**config.mk**
```make
export PLATFORM = sky130hd
export DESIGN_NAME = eth_tx_framer
export DESIGN_NICKNAME = d
export VERILOG_FILES = /design/src/rtl/eth_tx_pkg.sv /design/src/rtl/eth_tx_hdr_mux.sv /design/src/rtl/eth_tx_framer.sv
export SDC_FILE = /design/constraint.sdc
export NUM_CORES = 1
export LEC_CHECK = 0
export CORE_ASPECT_RATIO = 0.8
export CORE_MARGIN = 5
export CORE_UTILIZATION = 56
export CTS_CLUSTER_SIZE = 8
export DETAILED_ROUTE_END_ITERATION = 6
export HOLD_SLACK_MARGIN = 0.02
export PLACE_DENSITY = 0.86
export SKIP_CTS_REPAIR_TIMING = 1
export SYNTH_ARGS = -nofsm -noshare
export SYNTH_HDL_FRONTEND = slang
export SYNTH_HIERARCHICAL = 1
export SYNTH_SLANG_ARGS = --single-unit
```
**constraint.sdc**
```tcl
create_clock -name clk -period 4 [get_ports clk]
set_input_delay 0.8 -clock clk [delete_from_list [all_inputs] [get_ports clk]]
set_output_delay 0.8 -clock clk [all_outputs]
set_load 0.02 [all_outputs]
```
**src/rtl/eth_tx_pkg.sv**
```systemverilog
// Shared definitions for the TX frame path: frame codes (shared with the
// scheduler), framer state encoding and header geometry.
package eth_tx_pkg;

    typedef enum logic [2:0] {
        FRAME_NONE      = 3'b000,
        FRAME_DATA      = 3'b001,
        FRAME_ERR_CMD   = 3'b010,
        FRAME_ERR_DIM   = 3'b011,
        FRAME_ERR_FRAME = 3'b110
    } frame_code_e;

    typedef enum logic [2:0] {
        ST_IDLE = 3'd0,
        ST_HDR  = 3'd1,
        ST_TYPE = 3'd2,
        ST_BODY = 3'd3,
        ST_GAP  = 3'd4
    } fr_state_e;

    localparam int HDR_LEN = 14;

    function automatic logic is_legal_code(input logic [2:0] code);
        case (code)
            FRAME_DATA, FRAME_ERR_CMD, FRAME_ERR_DIM, FRAME_ERR_FRAME: return 1'b1;
            default: return 1'b0;
        endcase
    endfunction

endpackage

```
**src/rtl/eth_tx_hdr_mux.sv**
```systemverilog
// Maps a header byte index (0..13) onto the Ethernet II header built from
// the destination MAC, source MAC and ethertype; indices past 13 give 0.
module eth_tx_hdr_mux
    import eth_tx_pkg::*;
#(
    parameter logic [47:0] DST_MAC   = 48'hFFFF_FFFF_FFFF,
    parameter logic [47:0] SRC_MAC   = 48'h0200_0000_0001,
    parameter logic [15:0] ETHERTYPE = 16'h88B5
) (
    input  logic [3:0] idx,
    output logic [7:0] hdr_byte
);

    localparam logic [111:0] HDR = {DST_MAC, SRC_MAC, ETHERTYPE};

    always_comb begin
        hdr_byte = 8'h00;
        for (int i = 0; i < HDR_LEN; i++) begin
            if (idx == 4'(i)) hdr_byte = HDR[111 - 8*i -: 8];
        end
    end

endmodule

```
**src/rtl/eth_tx_framer.sv**
```systemverilog
// Pops one frame code from the scheduler queue and serialises a full
// Ethernet II frame (header, type byte, body) as a ready/valid byte stream.
module eth_tx_framer
    import eth_tx_pkg::*;
#(
    parameter logic [47:0] DST_MAC    = 48'hFFFF_FFFF_FFFF,
    parameter logic [47:0] SRC_MAC    = 48'h0200_0000_0001,
    parameter logic [15:0] ETHERTYPE  = 16'h88B5,
    parameter int          DATA_LEN   = 64,
    parameter int          ERR_LEN    = 45,
    parameter int          IFG_CYCLES = 12
) (
    input  logic        clk,
    input  logic        rst_n,
    input  logic [2:0]  frame,
    input  logic        frame_available,
    output logic        read,
    input  logic [7:0]  data_in,
    input  logic        data_valid,
    output logic        data_rd,
    output logic [7:0]  out_data,
    output logic        out_valid,
    output logic        out_sop,
    output logic        out_eop,
    input  logic        out_ready,
    output logic [15:0] frames_sent,
    output logic        frame_dropped
);

    // Stream handshake: a byte moves when out_valid & out_ready in the same
    // cycle; while out_valid is high and out_ready low, data/sop/eop and all
    // counters hold. data_rd pops the show-ahead source only on a transfer.

    fr_state_e   state;
    logic [7:0]  byte_cnt;
    logic [2:0]  ftype;
    logic        pop_hold;
    logic [7:0]  hdr_byte;
    logic        ftype_is_data;
    logic        body_last;
    logic        xfer;

    eth_tx_hdr_mux #(
        .DST_MAC  (DST_MAC),
        .SRC_MAC  (SRC_MAC),
        .ETHERTYPE(ETHERTYPE)
    ) u_hdr_mux (
        .idx     (byte_cnt[3:0]),
        .hdr_byte(hdr_byte)
    );

    assign ftype_is_data = (ftype == FRAME_DATA);
    assign body_last     = ftype_is_data ? (byte_cnt == 8'(DATA_LEN - 1))
                                         : (byte_cnt == 8'(ERR_LEN - 1));
    assign xfer          = out_valid & out_ready;

    // pop_hold blocks a pop in the cycle right after any pop, so a dropped
    // code can never be followed by a back-to-back read.
    always_comb begin
        read          = 1'b0;
        frame_dropped = 1'b0;
        data_rd       = 1'b0;
        out_valid     = 1'b0;
        out_data      = 8'h00;
        out_sop       = 1'b0;
        out_eop       = 1'b0;
        unique case (state)
            ST_IDLE: begin
                read          = rst_n & frame_available & ~pop_hold;
                frame_dropped = read & ~is_legal_code(frame);
            end
            ST_HDR: begin
                out_valid = 1'b1;
                out_data  = hdr_byte;
                out_sop   = (byte_cnt == 8'd0);
            end
            ST_TYPE: begin
                out_valid = 1'b1;
                out_data  = {5'b0, ftype};
            end
            ST_BODY: begin
                if (ftype_is_data) begin
                    out_valid = data_valid;
                    out_data  = data_in;
                    data_rd   = rst_n & data_valid & out_ready;
                end else begin
                    out_valid = 1'b1;
                end
                out_eop = out_valid & body_last;
            end
            ST_GAP: ;
            default: ;
        endcase
    end

    always_ff @(posedge clk) begin
        if (!rst_n) begin
            state       <= ST_IDLE;
            byte_cnt    <= 8'd0;
            ftype       <= 3'd0;
            pop_hold    <= 1'b0;
            frames_sent <= 16'd0;
        end else begin
            pop_hold <= read;
            unique case (state)
                ST_IDLE: begin
                    if (read && is_legal_code(frame)) begin
                        ftype    <= frame;
                        byte_cnt <= 8'd0;
                        state    <= ST_HDR;
                    end
                end
                ST_HDR: begin
                    if (xfer) begin
                        if (byte_cnt == 8'(HDR_LEN - 1)) begin
                            byte_cnt <= 8'd0;
                            state    <= ST_TYPE;
                        end else begin
                            byte_cnt <= byte_cnt + 8'd1;
                        end
                    end
                end
                ST_TYPE: begin
                    if (xfer) begin
                        byte_cnt <= 8'd0;
                        state    <= ST_BODY;
                    end
                end
                ST_BODY: begin
                    if (xfer) begin
                        if (body_last) begin
                            frames_sent <= frames_sent + 16'd1;
                            byte_cnt    <= 8'(IFG_CYCLES);
                            state       <= (IFG_CYCLES == 0) ? ST_IDLE : ST_GAP;
                        end else begin
                            byte_cnt <= byte_cnt + 8'd1;
                        end
                    end
                end
                ST_GAP: begin
                    // Exactly IFG_CYCLES cycles spent here, independent of out_ready.
                    if (byte_cnt <= 8'd1) begin
                        byte_cnt <= 8'd0;
                        state    <= ST_IDLE;
                    end else begin
                        byte_cnt <= byte_cnt - 8'd1;
                    end
                end
                default: begin
                    byte_cnt <= 8'd0;
                    state    <= ST_IDLE;
                end
            endcase
        end
    end

endmodule

```
# After elaboration in Yosys (flattened, before gate mapping)
# Cells that the tools add are included.
[totals]
register_bits = 31
inputBits = 16
out_inout_bits = 30
elab_cells = 105
[op_classes]
add_sub_neg = 3
n_lt_le_gt_ge = 1
eq_ne = 32
n_mux = 45
bitwise = 9
n_reduce_logical = 10
[op_table]
columns = ["op", "n"]
rows = [
  ["$mux W8", 22],
  ["$pmux W8 S5", 1],
  ["$eq A4 B4 Y1 const B", 6],
  ["$pmux W8 S3", 1],
  ["$mux W3", 7],
  ["$add A16 B1 Y16 const B", 1],
  ["$eq A4 B3 Y1 const B", 4],
  ["$eq A8 B6 Y1 const B", 2],
  ["$pmux W3 S5", 1],
  ["$ne A2 B2 Y1 const B", 7],
  ["$eq A3 B2 Y1 const B", 4],
  ["$mux W1", 12],
  ["$eq A3 B1 Y1 const B", 3],
  ["$add A8 B1 Y8 const B", 1],
  ["$eq A4 B2 Y1 const B", 2],
  ["$eq A8 B4 Y1 const B", 1],
  ["$le A8 B1 Y1 const B", 1],
  ["$logic_not A8 Y1", 1],
  ["$sub A8 B1 Y8 const B", 1],
  ["$and A1 B1 Y1", 7],
  ["$reduce_and A7 Y1", 1],
  ["$eq A3 B3 Y1 const B", 2],
  ["$eq A4 B1 Y1 const B", 1],
  ["$logic_not A4 Y1", 1],
  ["9 further kinds", 10],
]

# Longest topological paths before layout
# Gate-level depths: netlist (run 1).
[logic_depth]
word_depth = 16
depth_mapped = 7
depth_no_buf = 7

# By module
# The synthesis (run 1) kept the hierarchy.
[modules_own_cells]
columns = ["mod", "n_inst", "cells_each", "area_each_um2", "seq_area_each_um2"]
rows = [
  ["eth_tx_framer", 1, 278, 2140.8, 620.6],
  ["eth_tx_hdr_mux", 1, 14, 90.1, 0.0],
]

# Worst setup path after synthesis (run 1)
# OpenSTA, ideal clock, no wires.
[synth_path]
path_type = "register -> output"
from = "register byte_cnt[0]"
to = "output port out_eop"
t_arrival_ps = 2020
t_required_ps = 3200
setup_slack_ps = 1180
stages_incl_launch_ff = 5
path_buffers = 1
path_cell_list = "dfxtp_1 or3_1 mux2_2 clkbuf_1 nor4b_1"
[synth_via]
elab_chain_cells = 4
elab_cells_between_ends = 5
classes_between = "eq/ne: 2; mux: 2; bitwise: 1"
[synth_lines]
columns = ["element", "line_no", "rtl"]
rows = [
  ["start, declared", "eth_tx_framer.sv:35", "logic [7:0] byte_cnt;"],
  ["start signal, assigned", "eth_tx_framer.sv:119", "byte_cnt <= byte_cnt + 8'd1;"],
  ["start signal, assigned", "eth_tx_framer.sv:133", "byte_cnt <= 8'(IFG_CYCLES);"],
  ["start signal, assigned", "eth_tx_framer.sv:136", "byte_cnt <= byte_cnt + 8'd1;"],
  ["$eq A8 B6 Y1, on equally long branches", "eth_tx_framer.sv:54, eth_tx_framer.sv:53", ""],
  ["$mux W1 (*)", "eth_tx_framer.sv:53", "assign body_last = ftype_is_data ? (byte_cnt == 8'(DATA_LEN - 1))"],
  ["$and A1 B1 Y1 (*)", "eth_tx_framer.sv:89", "out_eop = out_valid & body_last;"],
  ["$mux W1 (*)", "eth_tx_framer.sv:67", "unique case (state)"],
  ["end, declared", "eth_tx_framer.sv:24", "output logic out_eop,"],
]
# Every way passes the cells marked *; elsewhere a longest branch is shown, timed or not.

# Worst setup path after layout (run 1)
[layout_path]
from = "input port data_valid"
to = "output port out_valid"
[layout_via]
elab_chain_cells = 3
[layout_lines]
columns = ["element", "line_no", "rtl"]
rows = [
  ["start, declared", "eth_tx_framer.sv:19", "input logic data_valid,"],
  ["$mux W1", "eth_tx_framer.sv:82", "if (ftype_is_data) begin"],
  ["$mux W1", "eth_tx_framer.sv:67", ""],
  ["$pmux W1 S2", "eth_tx_framer.sv:67", ""],
  ["end, declared", "eth_tx_framer.sv:22", "output logic out_valid,"],
]
# Every way passes these cells. The select of a mux whose other input is x is not followed.

==> results of run 1 <==
## power breakdown
| part | total (mW) | internal (mW) | leakage, nW | switching (mW) |
|---|---|---|---|---|
| sequential | 0.343 | 0.320 | 0.250 | 0.0224 |
| combinational | 0.440 | 0.191 | 0.687 | 0.249 |
| clock | 0.379 | 0.249 | 0.0644 | 0.131 |
## metrics by stage
stage	util, %	setup slack [ns]	area [um^2]	total power [mW]	hold slack [ns]
after floorplan	-	1.180	2231	0.6126	0.4703
final	73.40	0.3343	2810	1.162	0.4907
after detailed placement	69.84	0.3561	2674	0.7813	0.4732
after global routing	73.40	0.2580	2810	1.211	0.5409
after CTS	73.40	0.3294	2810	1.159	0.4853
after global placement	69.84	0.4056	2674	0.7757	0.4691
## worst max path at each step
stage / startpoint / endpoint / cells past startpoint
CTS: data_valid / out_valid / 5
finish: data_valid / out_valid / 5
global route: data_valid / out_valid / 5
detailed placement: data_valid / out_valid / 5
floorplan: byte_cnt[0]$_SDFFE_PN0P_ / out_eop / 4
global placement: data_valid / out_valid / 5
## flip-flops by register name (all words and copies together), names as in the netlist
| name | flops |
|---|---|
| state | 3 |
| ftype | 3 |
| byte_cnt | 8 |
| pop_hold | 1 |
| frames_sent | 16 |
## layer usage
| metal | vias to the layer above | part of all wire, % |
|---|---|---|
| met1 | 1108 | 44 |
| li1 | 1151 | - |
| met4 | 0 | 0.88 |
| met3 | 7 | 9.4 |
| met5 | - | 0 |
| met2 | 103 | 45 |
## cell usage in the layout, fill, tap and decap left out, drive strengths merged, types with 6 or more instances in the layout
master / n
a21oi: 21
a22o: 6
and2: 8
clkdlybuf4s50: 45
dfxtp: 31
inv: 12
nand2: 34
nand2b: 6
nand3: 10
nor2: 23
nor3: 8
nor4: 6
o21ai: 15
or3: 7
xnor2: 6
## layout make-up
| class | instances | area, um^2 |
|---|---|---|
| multi-input combinational | 228 | 1463 |
| fill | 306 | 1018 |
| sequential | 31 | 620.6 |
| timing repair buffer | 48 | 473.0 |
| clock buffer | 5 | 68.82 |
| tap | 55 | 68.82 |
| clock inverter | 3 | 67.56 |
| inverter | 13 | 48.80 |
## cells by family (layout without fill, tap and decap cells)
logic type	count (synthesis)	after routing
AOI/OAI and AO/OA	80	80
muxes	6	6
DFF	31	31
buffers and inverters	33	69
and+or+nand+nor	131	131
adders and majority gates	5	5
xor gates and xnor gates	6	6
## worst register-to-register path, delay by kind of cell (launching register included)
kind,cells,cell delay (ns)
DFF,1,0.61
AOI/OAI and AO/OA,1,0.16
and+or+nand+nor,4,1.71
==> out/qor.csv, run 1 <==
metric,value,unit
critPathMaxFanout,3,
skew,0.009485,ns
tightestPinTransition,0.6621,ns
max_slew_margin,55.62,%
setup_viol,0,
cts_root_buffer,clkbuf_8,
crit_slowest_cell,or4b_2,
synth_cell_type_count,66,
area_growth,25.97,%
seq_area_frac_synth,27.82,%
grt_usage,23.60,%
status,"finished, final reports clean",
vdd_drop_max,306.8,uV
synthAdderAreaFrac,2.804,%
num_rows,20,
drc_errors,0,
arrival,2.87,ns
vias,2369,
synthArstFlopShare,0,%
post-dp-hpwl,4192,um
grtUsageMet3,6.351,%
instances_no_fill,383,
antenna_cells,0,
die_area,5354,um^2
crit_family,buffers and inverters,
place.gp.congestion,0.8541,
critPathCaptureType,output port,
synth_compound_gate_area_share,25.80,%
cts_tree,yes,
wire_per_inst,15.80,um
firstDrtPassIters,4,
ys_top_cells_by_area,"dfxtp_1 (28%), nand2_1 (5.7%), a21oi_1 (4.3%)",
synth.avg_cell_area,7.640,um^2
fp.dieH,66.46,um
synth_top_area_share,27.82,%
synth_edf_count,0,
grt-ovfl-total,0,
grt_pass1_wl,10060,um
grt_max_degree,20,
hold_viol,0,
slowest_delay,0.66,ns
reg2regPathDepth,5,
maxCapViolations,0,
yosys_warnings,6,
crit_chain,clkdlybuf4s50_1 > or4b_2 > o21ai_0 > nor2_1 > clkdlybuf4s50_1,
port_buffers,45,
synthesis.area,2231,um^2
die_x,80.57,um
critical_path_class,primary input to output port,
p_leak,1.002,nW
syn_nets,313,
ant_nets,0,
synth_top_family_by_area,simple AND/OR/NAND/NOR gates,
rsz0062_at_grt,false,
grt_pass1_vias,2290,
start_util,58.27,%
max_freq,272.8,MHz
synth_flop_cell,dfxtp_1,
antenna_found_initial,0,
power_density,413.4,nW/um^2
core_area,3829,um^2
gr-usage-met1,28.31,%
synth_commonest_cells,"nand2_1 (34), dfxtp_1 (31), nor2_1 (23)",
top_usage_layer,met2,
r2r_slack,1.44,ns
synth_cells,292,
drt-initial-drc-count,238,
cts_made_buffers,5,
whs_path_depth,2,
rr_endpoint,frames_sent[12]$_SDFFE_PN0P_,
grtUsageMet2,41.01,%
dp.cells,375,
drive_gt1_share,8.841,%
min_period,3.666,ns
setup_tns,0,ns
clock_latency,0.29,ns
start_kind,primary input,
worst_ep_required_time,3.20,ns
clockBufferDepth,2,
pin_count,46,
avgViaCountPerCell,6.185,
yosys.area_share.simple,31.86,%
numClockSinks,31,
slew_viol_final,0,
muxShareOfSynthArea,2.748,%
ys_ff_latch,31,
path_buf_inv,2,
final_nets,348,
clk_pin_slew_worst_paths,0.07,ns
hold_path_end,frames_sent[15]$_SDFFE_PN0P_,
yosysTopAreaCell,dfxtp_1,
fin_crit_sh,91.64,%
synth_xor_area_share,2.356,%
cp_common_cell,clkdlybuf4s50_1,
htreeDepth,2,
hold_path.class,flip-flop to flip-flop,
hp-start,frames_sent[15]$_SDFFE_PN0P_,
yosys.cell_count.top_type,nand2_1,
timing.rr.start,state[1]$_SDFFE_PN0P_,
drt-total-wl,6050,um
Power figures use the tool's default switching activity.
==> run 2, diff against run 1 <==
--- a/config.mk
+++ b/config.mk
@@ -8,6 +8,7 @@
 export CORE_ASPECT_RATIO = 0.8
 export CORE_MARGIN = 5
 export CORE_UTILIZATION = 56
+export CTS_BUF_LIST = sky130_fd_sc_hd__clkbuf_16
 export CTS_CLUSTER_SIZE = 8
 export DETAILED_ROUTE_END_ITERATION = 6
 export HOLD_SLACK_MARGIN = 0.02
==> run 2 against run 1 <==
Against the previous run: sequential cell count is the same; combinational power about the same; hold slack got worse by 0.0015 ns.
==> out/qor.csv, run 2 (synthesis results as in run 1) <==
metric,value,unit
status,"finished, final reports clean",
top_register,frames_sent,
timing.rr.start,state[1]$_SDFFE_PN0P_,
grt_pass1_wl,10220,um
hold_path.class,flip-flop to flip-flop,
arrival,2.86,ns
die_x,80.57,um
r2r_slack,1.42,ns
mostFrequentLayoutCells,"clkdlybuf4s50_1 (45), nand2_1 (34), dfxtp_1 (31)",
worst_ep_required_time,3.20,ns
fin_crit_sh,91.61,%
tightestPinTransition,0.6516,ns
area_growth,28.49,%
grt_max_degree,20,
fillers,294,
cts_root_buffer,clkbuf_16,
cts_made_buffers,5,
grt-ovfl-total,0,
clock_latency,0.28,ns
finalPower,1.280,mW
cts_tree,yes,
p_leak,1.027,nW
hp-start,frames_sent[15]$_SDFFE_PN0P_,
clk_pin_slew_worst_paths,0.05,ns
antenna_found_initial,0,
max_slew_margin,55.94,%
setup_tns,0,ns
reg.largest.list,"frames_sent: 16 flops, byte_cnt: 8 flops",
clockBufferDepth,2,
grt_usage,23.94,%
max_freq,272.9,MHz
critPathCaptureType,output port,
slew_viol_final,0,
start_util,58.27,%
place.gp.congestion,0.8541,
port_buffers,45,
drt-initial-drc-count,231,
min_period,3.664,ns
avgViaCountPerCell,6.243,
final_common_cell,clkdlybuf4s50_1,
antenna_cells,0,
postPlaceCellArea,2674,um^2
num_rows,20,
rsz0062_at_grt,false,
drc_errors,0,
maxCapViolations,0,
hold_viol,0,
vias,2391,
final_nets,348,
numClockSinks,31,
largest_register_ffs,16,
fin_area,2867,um^2
start_kind,primary input,
critPathMaxFanout,3,
crit_path_start,data_valid,
critical_path_class,primary input to output port,
wire_per_inst,15.96,um
post-dp-hpwl,4192,um
vdd_drop_max,334.8,uV
htreeDepth,2,
setup_viol,0,
skew,0.004667,ns
power_density,446.5,nW/um^2
core_area,3829,um^2
drive_gt1_share,8.841,%
firstDrtPassIters,5,
fp.dieH,66.46,um
die_area,5354,um^2
ant_nets,0,
hold-worst-slack,0.4892,ns
drt-total-wl,6113,um
pin_count,46,
grt_pass1_vias,2282,
-- run 2: cell types whose count changed in the layout (fill, tap and decap cells not counted) --
cell / before / now
clkbuf_8: 5 / 0
clkbuf_16: 0 / 5
-- run 2: area by class of cell --
cell class                      instances  area, um^2  area share (%)
Tap cell                               55       68.82           2.401
Sequential cell                        31       620.6           21.65
Clock buffer                            5       125.1           4.365
Multi-Input combinational cell        228        1463           51.03
Inverter                               13       48.80           1.702
Clock inverter                          3       67.56           2.357
Timing Repair Buffer                   48       473.0           16.50
-- run 2: where the power goes --
| group | leakage, nW | switching [mW] | internal, mW |
|---|---|---|---|
| combinational | 0.687 | 0.248 | 0.191 |
| sequential | 0.250 | 0.0229 | 0.321 |
| clock | 0.0900 | 0.141 | 0.356 |
| total | 1.03 | 0.411 | 0.869 |
-- run 2: worst paths after layout --
kind                                   to  cells past startpoint
max                             out_valid                      5
min          frames_sent[15]$_SDFFE_PN0P_                      2
max reg2reg  frames_sent[12]$_SDFFE_PN0P_                      5
min reg2reg  frames_sent[15]$_SDFFE_PN0P_                      2
-- run 2: metal layers --
layer / up-vias / GRT usage [%] / share of wire [%]
li1: 1148 / - / -
met1: 1128 / 29.19 / 44
met2: 104 / 41.32 / 46
met3: 11 / 5.405 / 8.8
met4: 0 / 8.439 / 1.3
met5: - / 0 / 0
-- run 2: critical path: stages --
cell	delay, ns
clkdlybuf4s50_1	0.44
or4b_2	0.68
o21ai_0	0.32
nor2_1	0.07
clkdlybuf4s50_1	0.55
-- run 2: stage by stage --
stage / utilization, % / cells / setup slack [ns]
final: 74.87 / 383 / 0.3356
after global routing: 74.87 / 383 / 0.2777
after CTS: 74.87 / 383 / 0.3333
after detailed placement: 69.84 / 375 / 0.3561
after global placement: 69.84 / 375 / 0.4056
after floorplan: - / 292 / 1.180
